## src/rtl/scoreboard_hazard_unit_pkg.sv

```systemverilog
// scoreboard_hazard_unit_pkg: default sizing and producer latency classes for the scoreboard hazard unit.
//   NUM_REGS/REG_W : architectural register count and index width
//   MAX_LAT/LAT_W  : largest tracked producer latency and countdown width
//   CNT_W          : stall performance counter width
//   LAT_*          : cycles until a producer class result is forwardable to E
package scoreboard_hazard_unit_pkg;
    localparam int NUM_REGS = 32;
    localparam int REG_W    = $clog2(NUM_REGS);
    localparam int MAX_LAT  = 8;
    localparam int LAT_W    = $clog2(MAX_LAT + 1);
    localparam int CNT_W    = 32;
    localparam int LAT_ALU  = 0;
    localparam int LAT_LOAD = 1;
    localparam int LAT_MUL  = 3;
    localparam int LAT_DIV  = 6;
endpackage

```

## src/rtl/scoreboard_hazard_unit_if.sv

```systemverilog
// scoreboard_hazard_unit_if: D-stage request and hazard response bundle.
//   master : decode stage, drives the instruction fields and samples the hazard controls
//   slave  : hazard unit, samples the instruction fields and drives stall/flush/PC-correction
interface scoreboard_hazard_unit_if
    import scoreboard_hazard_unit_pkg::*;
#(
    parameter int NUM_REGS = scoreboard_hazard_unit_pkg::NUM_REGS,
    parameter int REG_W    = scoreboard_hazard_unit_pkg::REG_W,
    parameter int LAT_W    = scoreboard_hazard_unit_pkg::LAT_W,
    parameter int CNT_W    = scoreboard_hazard_unit_pkg::CNT_W
) ();
    logic                validD;
    logic                killD;
    logic [REG_W-1:0]    rsD;
    logic [REG_W-1:0]    rtD;
    logic                useRsD;
    logic                useRtD;
    logic                regWriteD;
    logic [REG_W-1:0]    writeRegisterD;
    logic [LAT_W-1:0]    latencyD;
    logic                branchD;
    logic                takenBranchD;
    logic                predictionD;
    logic                Stall;
    logic                bubbleE;
    logic                issueD;
    logic                Flush;
    logic                CPCSignal;
    logic [NUM_REGS-1:0] busyMask;
    logic [CNT_W-1:0]    stallCount;

    modport master (
        output validD, killD, rsD, rtD, useRsD, useRtD, regWriteD, writeRegisterD,
               latencyD, branchD, takenBranchD, predictionD,
        input  Stall, bubbleE, issueD, Flush, CPCSignal, busyMask, stallCount
    );

    modport slave (
        input  validD, killD, rsD, rtD, useRsD, useRtD, regWriteD, writeRegisterD,
               latencyD, branchD, takenBranchD, predictionD,
        output Stall, bubbleE, issueD, Flush, CPCSignal, busyMask, stallCount
    );
endinterface

```

## src/rtl/scoreboard_hazard_unit_sb_reg_counter.sv

```systemverilog
// sb_reg_counter: per-register countdown; loads a latency clamped to MAX_LAT, otherwise decrements to zero.
//   clk, rst : core clock, asynchronous active-low reset
//   load     : start a new countdown (wins over the decrement)
//   loadVal  : requested latency
//   count    : cycles remaining until the result is forwardable
//   busy     : count is nonzero
module sb_reg_counter
    import scoreboard_hazard_unit_pkg::*;
#(
    parameter int MAX_LAT = scoreboard_hazard_unit_pkg::MAX_LAT,
    parameter int LAT_W   = scoreboard_hazard_unit_pkg::LAT_W
) (
    input  logic             clk,
    input  logic             rst,
    input  logic             load,
    input  logic [LAT_W-1:0] loadVal,
    output logic [LAT_W-1:0] count,
    output logic             busy
);
    assign busy = count != '0;

    always_ff @(posedge clk or negedge rst) begin
        if (!rst)
            count <= '0;
        else if (load)
            count <= (loadVal > LAT_W'(MAX_LAT)) ? LAT_W'(MAX_LAT) : loadVal;
        else if (busy)
            count <= count - 1'b1;
    end
endmodule

```

## src/rtl/scoreboard_hazard_unit.sv

```systemverilog
// scoreboard_hazard_unit: countdown-scoreboard RAW/branch/WAW hazard detection beside the D stage.
//   clk, rst : core clock, asynchronous active-low reset
//   hz       : slave side of the D-stage bundle; instruction fields in, Stall/bubbleE/issueD/
//              Flush/CPCSignal, per-register busyMask and saturating stallCount out
module scoreboard_hazard_unit
    import scoreboard_hazard_unit_pkg::*;
#(
    parameter int NUM_REGS = scoreboard_hazard_unit_pkg::NUM_REGS,
    parameter int REG_W    = scoreboard_hazard_unit_pkg::REG_W,
    parameter int MAX_LAT  = scoreboard_hazard_unit_pkg::MAX_LAT,
    parameter int LAT_W    = scoreboard_hazard_unit_pkg::LAT_W,
    parameter int CNT_W    = scoreboard_hazard_unit_pkg::CNT_W
) (
    input logic clk,
    input logic rst,
    scoreboard_hazard_unit_if.slave hz
);
    logic [LAT_W-1:0]    cnt [NUM_REGS];
    logic [NUM_REGS-1:0] busy;
    logic                lastValid;
    logic [REG_W-1:0]    lastDest;
    logic [CNT_W-1:0]    stallCount;
    logic                live, rsChk, rtChk, rawStall, brStall, wawStall, stall, issue, destOk;
    logic [LAT_W-1:0]    satLat;

    // r0 is hard-wired, so it never holds a pending result
    assign cnt[0]  = '0;
    assign busy[0] = 1'b0;

    genvar r;
    for (r = 1; r < NUM_REGS; r++) begin : gCnt
        sb_reg_counter #(.MAX_LAT(MAX_LAT), .LAT_W(LAT_W)) uCnt (
            .clk     (clk),
            .rst     (rst),
            .load    (issue && hz.regWriteD && hz.writeRegisterD == REG_W'(r)),
            .loadVal (hz.latencyD),
            .count   (cnt[r]),
            .busy    (busy[r])
        );
    end

    assign live   = hz.validD && !hz.killD;
    assign rsChk  = hz.useRsD && hz.rsD != '0;
    assign rtChk  = hz.useRtD && hz.rtD != '0;
    assign destOk = hz.regWriteD && hz.writeRegisterD != '0;
    assign satLat = (hz.latencyD > LAT_W'(MAX_LAT)) ? LAT_W'(MAX_LAT) : hz.latencyD;

    assign rawStall = live && ((rsChk && busy[hz.rsD]) || (rtChk && busy[hz.rtD]));
    // Branches resolve in D, so even an ALU result still sitting in E is one cycle too late
    assign brStall  = live && hz.branchD &&
                      ((rsChk && lastValid && lastDest == hz.rsD) ||
                       (rtChk && lastValid && lastDest == hz.rtD));
    // A shorter-latency write must not land before an older, slower write to the same register
    assign wawStall = live && destOk && cnt[hz.writeRegisterD] > satLat;
    assign stall    = rawStall || brStall || wawStall;
    assign issue    = live && !stall;

    assign hz.Stall      = stall;
    assign hz.bubbleE    = stall;
    assign hz.issueD     = issue;
    assign hz.Flush      = issue && hz.branchD && (hz.takenBranchD ^ hz.predictionD);
    assign hz.CPCSignal  = hz.Flush || stall;
    assign hz.busyMask   = busy;
    assign hz.stallCount = stallCount;

    always_ff @(posedge clk or negedge rst) begin
        if (!rst) begin
            lastValid  <= 1'b0;
            lastDest   <= '0;
            stallCount <= '0;
        end else begin
            lastValid  <= issue && destOk;
            lastDest   <= hz.writeRegisterD;
            stallCount <= (stall && stallCount != '1) ? stallCount + 1'b1 : stallCount;
        end
    end
endmodule

```

## src/flat_wrapper.sv

```systemverilog
// flat-port wrapper written by rule: the top's interface ports become plain ports
module scoreboard_hazard_unit_flat import scoreboard_hazard_unit_pkg::*;
#(
    parameter int NUM_REGS = scoreboard_hazard_unit_pkg::NUM_REGS,
    parameter int REG_W    = scoreboard_hazard_unit_pkg::REG_W,
    parameter int MAX_LAT  = scoreboard_hazard_unit_pkg::MAX_LAT,
    parameter int LAT_W    = scoreboard_hazard_unit_pkg::LAT_W,
    parameter int CNT_W    = scoreboard_hazard_unit_pkg::CNT_W
)
  (clk, rst, hz_validD, hz_killD, hz_rsD, hz_rtD, hz_useRsD, hz_useRtD, hz_regWriteD, hz_writeRegisterD, hz_latencyD, hz_branchD, hz_takenBranchD, hz_predictionD, hz_Stall, hz_bubbleE, hz_issueD, hz_Flush, hz_CPCSignal, hz_busyMask, hz_stallCount);
  scoreboard_hazard_unit_if #(.NUM_REGS(NUM_REGS), .REG_W(REG_W), .LAT_W(LAT_W), .CNT_W(CNT_W)) hz_i ();
  input logic clk;
  input logic rst;
  input wire logic [$bits(hz_i.validD)-1:0] hz_validD;
  input wire logic [$bits(hz_i.killD)-1:0] hz_killD;
  input wire logic [$bits(hz_i.rsD)-1:0] hz_rsD;
  input wire logic [$bits(hz_i.rtD)-1:0] hz_rtD;
  input wire logic [$bits(hz_i.useRsD)-1:0] hz_useRsD;
  input wire logic [$bits(hz_i.useRtD)-1:0] hz_useRtD;
  input wire logic [$bits(hz_i.regWriteD)-1:0] hz_regWriteD;
  input wire logic [$bits(hz_i.writeRegisterD)-1:0] hz_writeRegisterD;
  input wire logic [$bits(hz_i.latencyD)-1:0] hz_latencyD;
  input wire logic [$bits(hz_i.branchD)-1:0] hz_branchD;
  input wire logic [$bits(hz_i.takenBranchD)-1:0] hz_takenBranchD;
  input wire logic [$bits(hz_i.predictionD)-1:0] hz_predictionD;
  output wire logic [$bits(hz_i.Stall)-1:0] hz_Stall;
  output wire logic [$bits(hz_i.bubbleE)-1:0] hz_bubbleE;
  output wire logic [$bits(hz_i.issueD)-1:0] hz_issueD;
  output wire logic [$bits(hz_i.Flush)-1:0] hz_Flush;
  output wire logic [$bits(hz_i.CPCSignal)-1:0] hz_CPCSignal;
  output wire logic [$bits(hz_i.busyMask)-1:0] hz_busyMask;
  output wire logic [$bits(hz_i.stallCount)-1:0] hz_stallCount;
  assign hz_i.validD = hz_validD;
  assign hz_i.killD = hz_killD;
  assign hz_i.rsD = hz_rsD;
  assign hz_i.rtD = hz_rtD;
  assign hz_i.useRsD = hz_useRsD;
  assign hz_i.useRtD = hz_useRtD;
  assign hz_i.regWriteD = hz_regWriteD;
  assign hz_i.writeRegisterD = hz_writeRegisterD;
  assign hz_i.latencyD = hz_latencyD;
  assign hz_i.branchD = hz_branchD;
  assign hz_i.takenBranchD = hz_takenBranchD;
  assign hz_i.predictionD = hz_predictionD;
  assign hz_Stall = hz_i.Stall;
  assign hz_bubbleE = hz_i.bubbleE;
  assign hz_issueD = hz_i.issueD;
  assign hz_Flush = hz_i.Flush;
  assign hz_CPCSignal = hz_i.CPCSignal;
  assign hz_busyMask = hz_i.busyMask;
  assign hz_stallCount = hz_i.stallCount;
  scoreboard_hazard_unit #(.NUM_REGS(NUM_REGS), .REG_W(REG_W), .MAX_LAT(MAX_LAT), .LAT_W(LAT_W), .CNT_W(CNT_W)) u_core (.clk(clk), .rst(rst), .hz(hz_i));
endmodule
```

## config.mk

```make
export PLATFORM = sky130hd
export DESIGN_NAME = scoreboard_hazard_unit_flat
export DESIGN_NICKNAME = d
export VERILOG_FILES = /design/src/rtl/scoreboard_hazard_unit_pkg.sv /design/src/rtl/scoreboard_hazard_unit_if.sv /design/src/rtl/scoreboard_hazard_unit_sb_reg_counter.sv /design/src/rtl/scoreboard_hazard_unit.sv /design/src/flat_wrapper.sv
export SDC_FILE = /design/constraint.sdc
export NUM_CORES = 1
export LEC_CHECK = 0
export CORE_ASPECT_RATIO = 1.75
export CORE_MARGIN = 2
export CORE_UTILIZATION = 40
export CTS_CLUSTER_SIZE = 24
export DETAILED_ROUTE_END_ITERATION = 8
export PLACE_DENSITY = 0.58
export SKIP_CTS_REPAIR_TIMING = 1
export SLEW_MARGIN = 20
export SYNTH_ARGS = -nofsm -noshare
export SYNTH_HDL_FRONTEND = slang
export SYNTH_SLANG_ARGS = --single-unit
```

## constraint.sdc

```tcl
create_clock -name clk -period 6.3 [get_ports clk]
set_clock_uncertainty 0.05 [all_clocks]
set_input_delay 1.26 -clock clk [delete_from_list [all_inputs] [get_ports clk]]
set_output_delay 1.26 -clock clk [all_outputs]
set_load 0.005 [all_outputs]
```

## After elaboration in Yosys (flattened, before gate mapping)

Index checks and enable logic that the tools add are counted.

- Input bits: 29
- Memories: 0
- Bits in read-only memories: 0
- Latch bits: 0
- Bits in writable memories: 0
- Register bits after elaboration: 162
- Output and inout port bits: 69
- Word-level logic and storage cells: 301

- Add/sub/neg operators: 32
- Multiply operators: 0
- Eq/ne operators: 34
- Reduce and logical (&&, ||, !) cells: 124
- Div/mod/pow operators: 0
- Shifts and indexed selects: 0
- Mux-type cells: 70
- Bitwise gates (word level): 2
- $lt $le $gt $ge: 5

Operators by type and width:

| cell | count |
|---|---|
| 4-bit two-way mux | 65 |
| 4-bit nonzero test | 31 |
| 4-bit by 1-bit subtractor with 4-bit output, second input constant | 31 |
| 5-bit == test, second input constant | 16 |
| 2-bit nonzero test | 31 |
| 1-bit logical AND | 52 |
| 5-bit by 4-bit == test with 1-bit output, second input constant | 8 |
| 32-bit by 1-bit adder with 32-bit output, second input constant | 1 |
| 32-bit != test, second input constant | 1 |
| 4-bit binary-select mux with 5-bit select | 1 |
| 5-bit by 3-bit == test with 1-bit output, second input constant | 4 |
| 5-bit nonzero test | 3 |
| 5-bit by 6-bit < comparator with 1-bit output, second input constant | 2 |
| 1-bit binary-select mux with 5-bit select | 2 |
| 5-bit by 2-bit == test with 1-bit output, second input constant | 2 |
| 5-bit == test | 2 |
| 6-bit >= comparator, second input constant | 1 |
| 5-bit NOT with 6-bit output | 1 |
| 5-bit by 1-bit == test with 1-bit output, second input constant | 1 |
| 1-bit logical OR | 5 |
| 4-bit greater-than comparator | 1 |
| 4-bit greater-than comparator, second input constant | 1 |
| 1-bit zero test | 2 |
| 1-bit two-way mux | 2 |
| 1-bit bitwise XOR | 1 |

## Logic depth before layout (Yosys ltp)

- Depth in word-level cells: 13
- Gate-level depth with buffers: 20
- Gate-level depth less buffers: 15

## Hierarchy

From an unflattened synthesis, not the netlist that was laid out.

- Cells, all modules: 1107
- Area, all modules: 12075.3 um2

By module, submodules not included:

| module | cells an instance | area each (um2) | times used |
|---|---|---|---|
| sb_reg_counter | 24 | 262.8 | 31 |
| scoreboard_hazard_unit | 363 | 3930.0 | 1 |

## Worst setup path after synthesis

No wires, ideal clock.

- Kind: input to output
- Start point: in hz_writeRegisterD[0]
- End point: out hz_Flush
- Cell stages on the path: 15
- Path slack: -327 ps
- Data required time: 4990 ps
- Path buffers: 4
- Arrival time: 5317 ps
- Path through: clkbuf_1 buf_1 mux4_2 mux4_2 mux2_2 ha_1 nor2b_1 o21a_1 o21ai_0 a21oi_1 a211oi_4 nand3_4 buf_2 clkbuf_1 nor3_1

- Word-level cells in the longest chain between the ends: 11

Ends and longest elaborated chain:

| element | RTL line | text |
|---|---|---|
| start, declared | flat_wrapper.sv:21 | `input wire logic [$bits(hz_i.writeRegisterD)-1:0] hz_writeRegisterD;` |
| 5-bit NOT with 6-bit output (not written as such) | scoreboard_hazard_unit.sv:54 | `assign wawStall = live && destOk && cnt[hz.writeRegisterD] > satLat;` |
| 4-bit binary-select mux with 5-bit select | scoreboard_hazard_unit.sv:54 |  |
| 4-bit two-way mux (not written as such) (2 in series) | scoreboard_hazard_unit.sv:54 |  |
| 4-bit greater-than comparator | scoreboard_hazard_unit.sv:54 |  |
| 1-bit logical AND (*) | scoreboard_hazard_unit.sv:54 |  |
| 1-bit logical OR (*) | scoreboard_hazard_unit.sv:55 | `assign stall = rawStall \|\| brStall \|\| wawStall;` |
| 1-bit zero test (*) | scoreboard_hazard_unit.sv:56 | `assign issue = live && !stall;` |
| 1-bit logical AND (*) | scoreboard_hazard_unit.sv:56 |  |
| 1-bit logical AND (*) (2 in series) | scoreboard_hazard_unit.sv:61 | `assign hz.Flush = issue && hz.branchD && (hz.takenBranchD ^ hz.predictionD);` |
| end, declared | flat_wrapper.sv:29 | `output wire logic [$bits(hz_i.Flush)-1:0] hz_Flush;` |

Every way passes the cells marked *; elsewhere a longest branch is shown, timed or not. The select of a mux whose other input is x is not followed.

## Final worst setup path

Same ends and word-level chain as after synthesis.

==> run metrics <==
status finished, final reports clean; syn nets 1238; worst r2r src u_core.gCnt[31].uCnt.count[1]; post-synthesis cell type count 63; global route total overflow 0; GP Congestion 0.946; total CTS buffers 17; Top Usage Layer GRT met2; met3 GRT Util 0.0367; first-pass GRT wire length 54100 um; post-route ant nets 0; number of global-route vias before repair 9135; M2 GR Usage 0.438; WL/cell 21.8 um; clock sinks 162; die footprint 0.0304 mm^2; GRT Total Usage 0.238; Ports 98; EDFF count, synth 0; Power Density 429 mW/mm^2; Port Buffers 96; max-slew violation count 0; area delta synth->final 17.2%; r2r setup slk 1.90 ns; Reg clk slew, reported paths 0.07 ns; Die H 229 um; fraction of layout cells with a size suffix above 1 0.135; Hold WC Path Type register to register; Peak supply drop 0.223 mV; Initial DRT Pass Iterations 5; Die Span X 133 um; Mean Syn Cell Area 9.88 um^2; H-tree levels 4; Slew HR 0.239; hold_sp u_core.hz.stallCount[16]; grt met1 use 0.236; Max Cap Viol 0; unrepaired setup endpoints after global routing no; r2r worst-path depth 13; Initial Util 0.405; most frequent cells in the layout dfrtp_1 (162), mux2i_1 (133), inv_1 (120), clkdlybuf4s50_1 (91), a21oi_1 (77); final setup violating endpoints 0; crit end category primary output; Worst Tran Pin Value 1.14 ns; Setup crit start kind primary input; Worst-Skew Late Latency 0.45 ns; sequential share of the synthesized area 0.350; core area 0.0286 mm^2; FP Rows 82; CTS tree yes; Routed WL 35600 um; half-perimeter wire length after placement 26900 um; initial antenna violation count 0; Required @ worst endpoint 4.99 ns; Max Root-Sink Buffers 2; Tcrit/Tclk final 0.972; largest net degree at the start of global routing 61; Max Clk Rate 0.163 GHz; most common cell after layout, fill and taps aside dfrtp_1; DRC 0; Setup WS pre-CTS -0.121 ns; FILL cells 2681; worst hold endpoint u_core.hz.stallCount[16]; initial DRC count 514; Mapped Cells 1173; # diodes 0; hold depth 1; Crit Path Max Fanout 9; Ys Warns 0; WP data arrival 4.81 ns; leakage 5.56 nW; count of final hold-check violations 0; Tmin final 6.12 ns; Mapped Area 0.0116 mm^2; Yosys reg bits 162; DR vias 9173; critical path type primary input to primary output; nets 1305; top_reg_cell synth dfrtp_1; setup ws final 0.179 ns; vias per inst 5.62; asr flop ratio synth 1.00; Root Driver clkbuf_16; Final Util 0.474; Worst R2R End u_core.gCnt[16].uCnt.count[0]
==> kinds of logic after synthesis <==
kind of cell	share of synthesized area
AO/OA/AOI/OAI	0.0739
XOR/XNOR	0.0544
adder cells (fa/ha/maj)	0.0389
buffers and inverters	0.0838
flip-flops	0.350
multiplexers	0.193
other	0.000324
AND/OR/NAND/NOR	0.206
==> sequential cells by signal, summed over array words and instances, names as in the netlist <==
register,cells
u_core.gCnt.uCnt.count,124
u_core.hz.stallCount,32
u_core.lastDest,5
u_core.lastValid,1
==> worst max path at each step <==
stage	from	slack, ns	to	cells after the start
2_1_floorplan	hz_writeRegisterD[0]	0.005	hz_Flush	15
3_3_place_gp	hz_writeRegisterD[0]	0.008	hz_Flush	14
3_5_place_dp	hz_writeRegisterD[0]	-0.12	hz_Flush	14
4_1_cts	hz_writeRegisterD[0]	-0.12	hz_Flush	14
5_1_grt	hz_writeRegisterD[0]	0.006	hz_Flush	14
6_report	hz_writeRegisterD[0]	0.18	hz_Flush	14
==> per-layer routing <==
layer  share of wire  wire length (um)
met2            0.54             19100
met1            0.35             12300
met4           0.083              2940
met5               0                 0
met3           0.032              1130
==> power breakdown <==
part / internal [mW] / switching [mW]
registers: 1.46 / 0.577
logic: 1.30 / 1.32
clock network: 0.704 / 0.461
==> cells in the mapped netlist (3+ instances only) <==
| library cell | number | area, um^2 |
|---|---|---|
| nor3_4 | 24 | 390 |
| nand4_1 | 20 | 125 |
| a211oi_1 | 4 | 30.0 |
| buf_4 | 35 | 263 |
| ha_1 | 36 | 450 |
| mux2i_1 | 133 | 1330 |
| nand3_1 | 34 | 170 |
| a31oi_1 | 4 | 25.0 |
| nor2_1 | 33 | 124 |
| clkbuf_1 | 43 | 161 |
| a2111oi_0 | 3 | 26.3 |
| or3b_1 | 7 | 61.3 |
| inv_1 | 120 | 450 |
| mux4_2 | 37 | 833 |
| nor3b_1 | 45 | 338 |
| or3_1 | 36 | 225 |
| nor3_1 | 46 | 230 |
| nor4_4 | 4 | 85.1 |
| o2111ai_1 | 4 | 35.0 |
| mux2_2 | 6 | 67.6 |
| dfrtp_1 | 162 | 4050 |
| nand2b_1 | 7 | 43.8 |
| or3b_2 | 8 | 70.1 |
| and2_1 | 3 | 18.8 |
| and3_1 | 14 | 87.6 |
| xnor2_1 | 70 | 613 |
| nor4_1 | 4 | 25.0 |
| buf_1 | 11 | 41.3 |
| nor2b_1 | 7 | 43.8 |
| a21oi_1 | 77 | 385 |
| o21ai_0 | 31 | 155 |
| buf_2 | 8 | 40.0 |
| a22o_1 | 3 | 26.3 |
| and4_1 | 3 | 26.3 |
| nand2_1 | 56 | 210 |
==> critical path: stages <==
cell,delay [ns]
buf_6,0.16
mux4_2,0.51
mux4_2,0.49
mux2_2,0.28
ha_1,0.31
nor2b_1,0.14
o21a_1,0.16
o21ai_0,0.14
a21oi_1,0.13
a211oi_4,0.24
nand3_4,0.13
nor3_4,0.20
buf_4,0.15
clkdlybuf4s50_1,0.50
==> stage by stage <==
stage | power [mW] | cells | setup TNS [ns] | instance area (um^2) | hold slack (ns)
final | 5.82 | 1631 | 0 | 13600 | 0.442
after global routing | 6.25 | 1631 | 0 | 13600 | 0.469
after CTS | 5.84 | 1624 | -0.120 | 13500 | 0.449
after detailed placement | 4.66 | 1592 | -0.121 | 12800 | 0.440
after global placement | 4.58 | 1592 | 0 | 12800 | 0.427
after floorplan | 3.77 | 1173 | 0 | 11600 | 0.431
==> final cells by class <==
cell class / instances / area (um^2) / share of cell area
flip-flops and latches: 162 / 4050 / 0.299
multi-input cells: 792 / 6570 / 0.484
inverters: 121 / 454 / 0.0335
clock buffers: 19 / 433 / 0.0319
clock inverters: 13 / 209 / 0.0154
well taps: 378 / 473 / 0.0348
repair buffers: 146 / 1380 / 0.102
No activity file was read; power rests on OpenSTA's default activity.
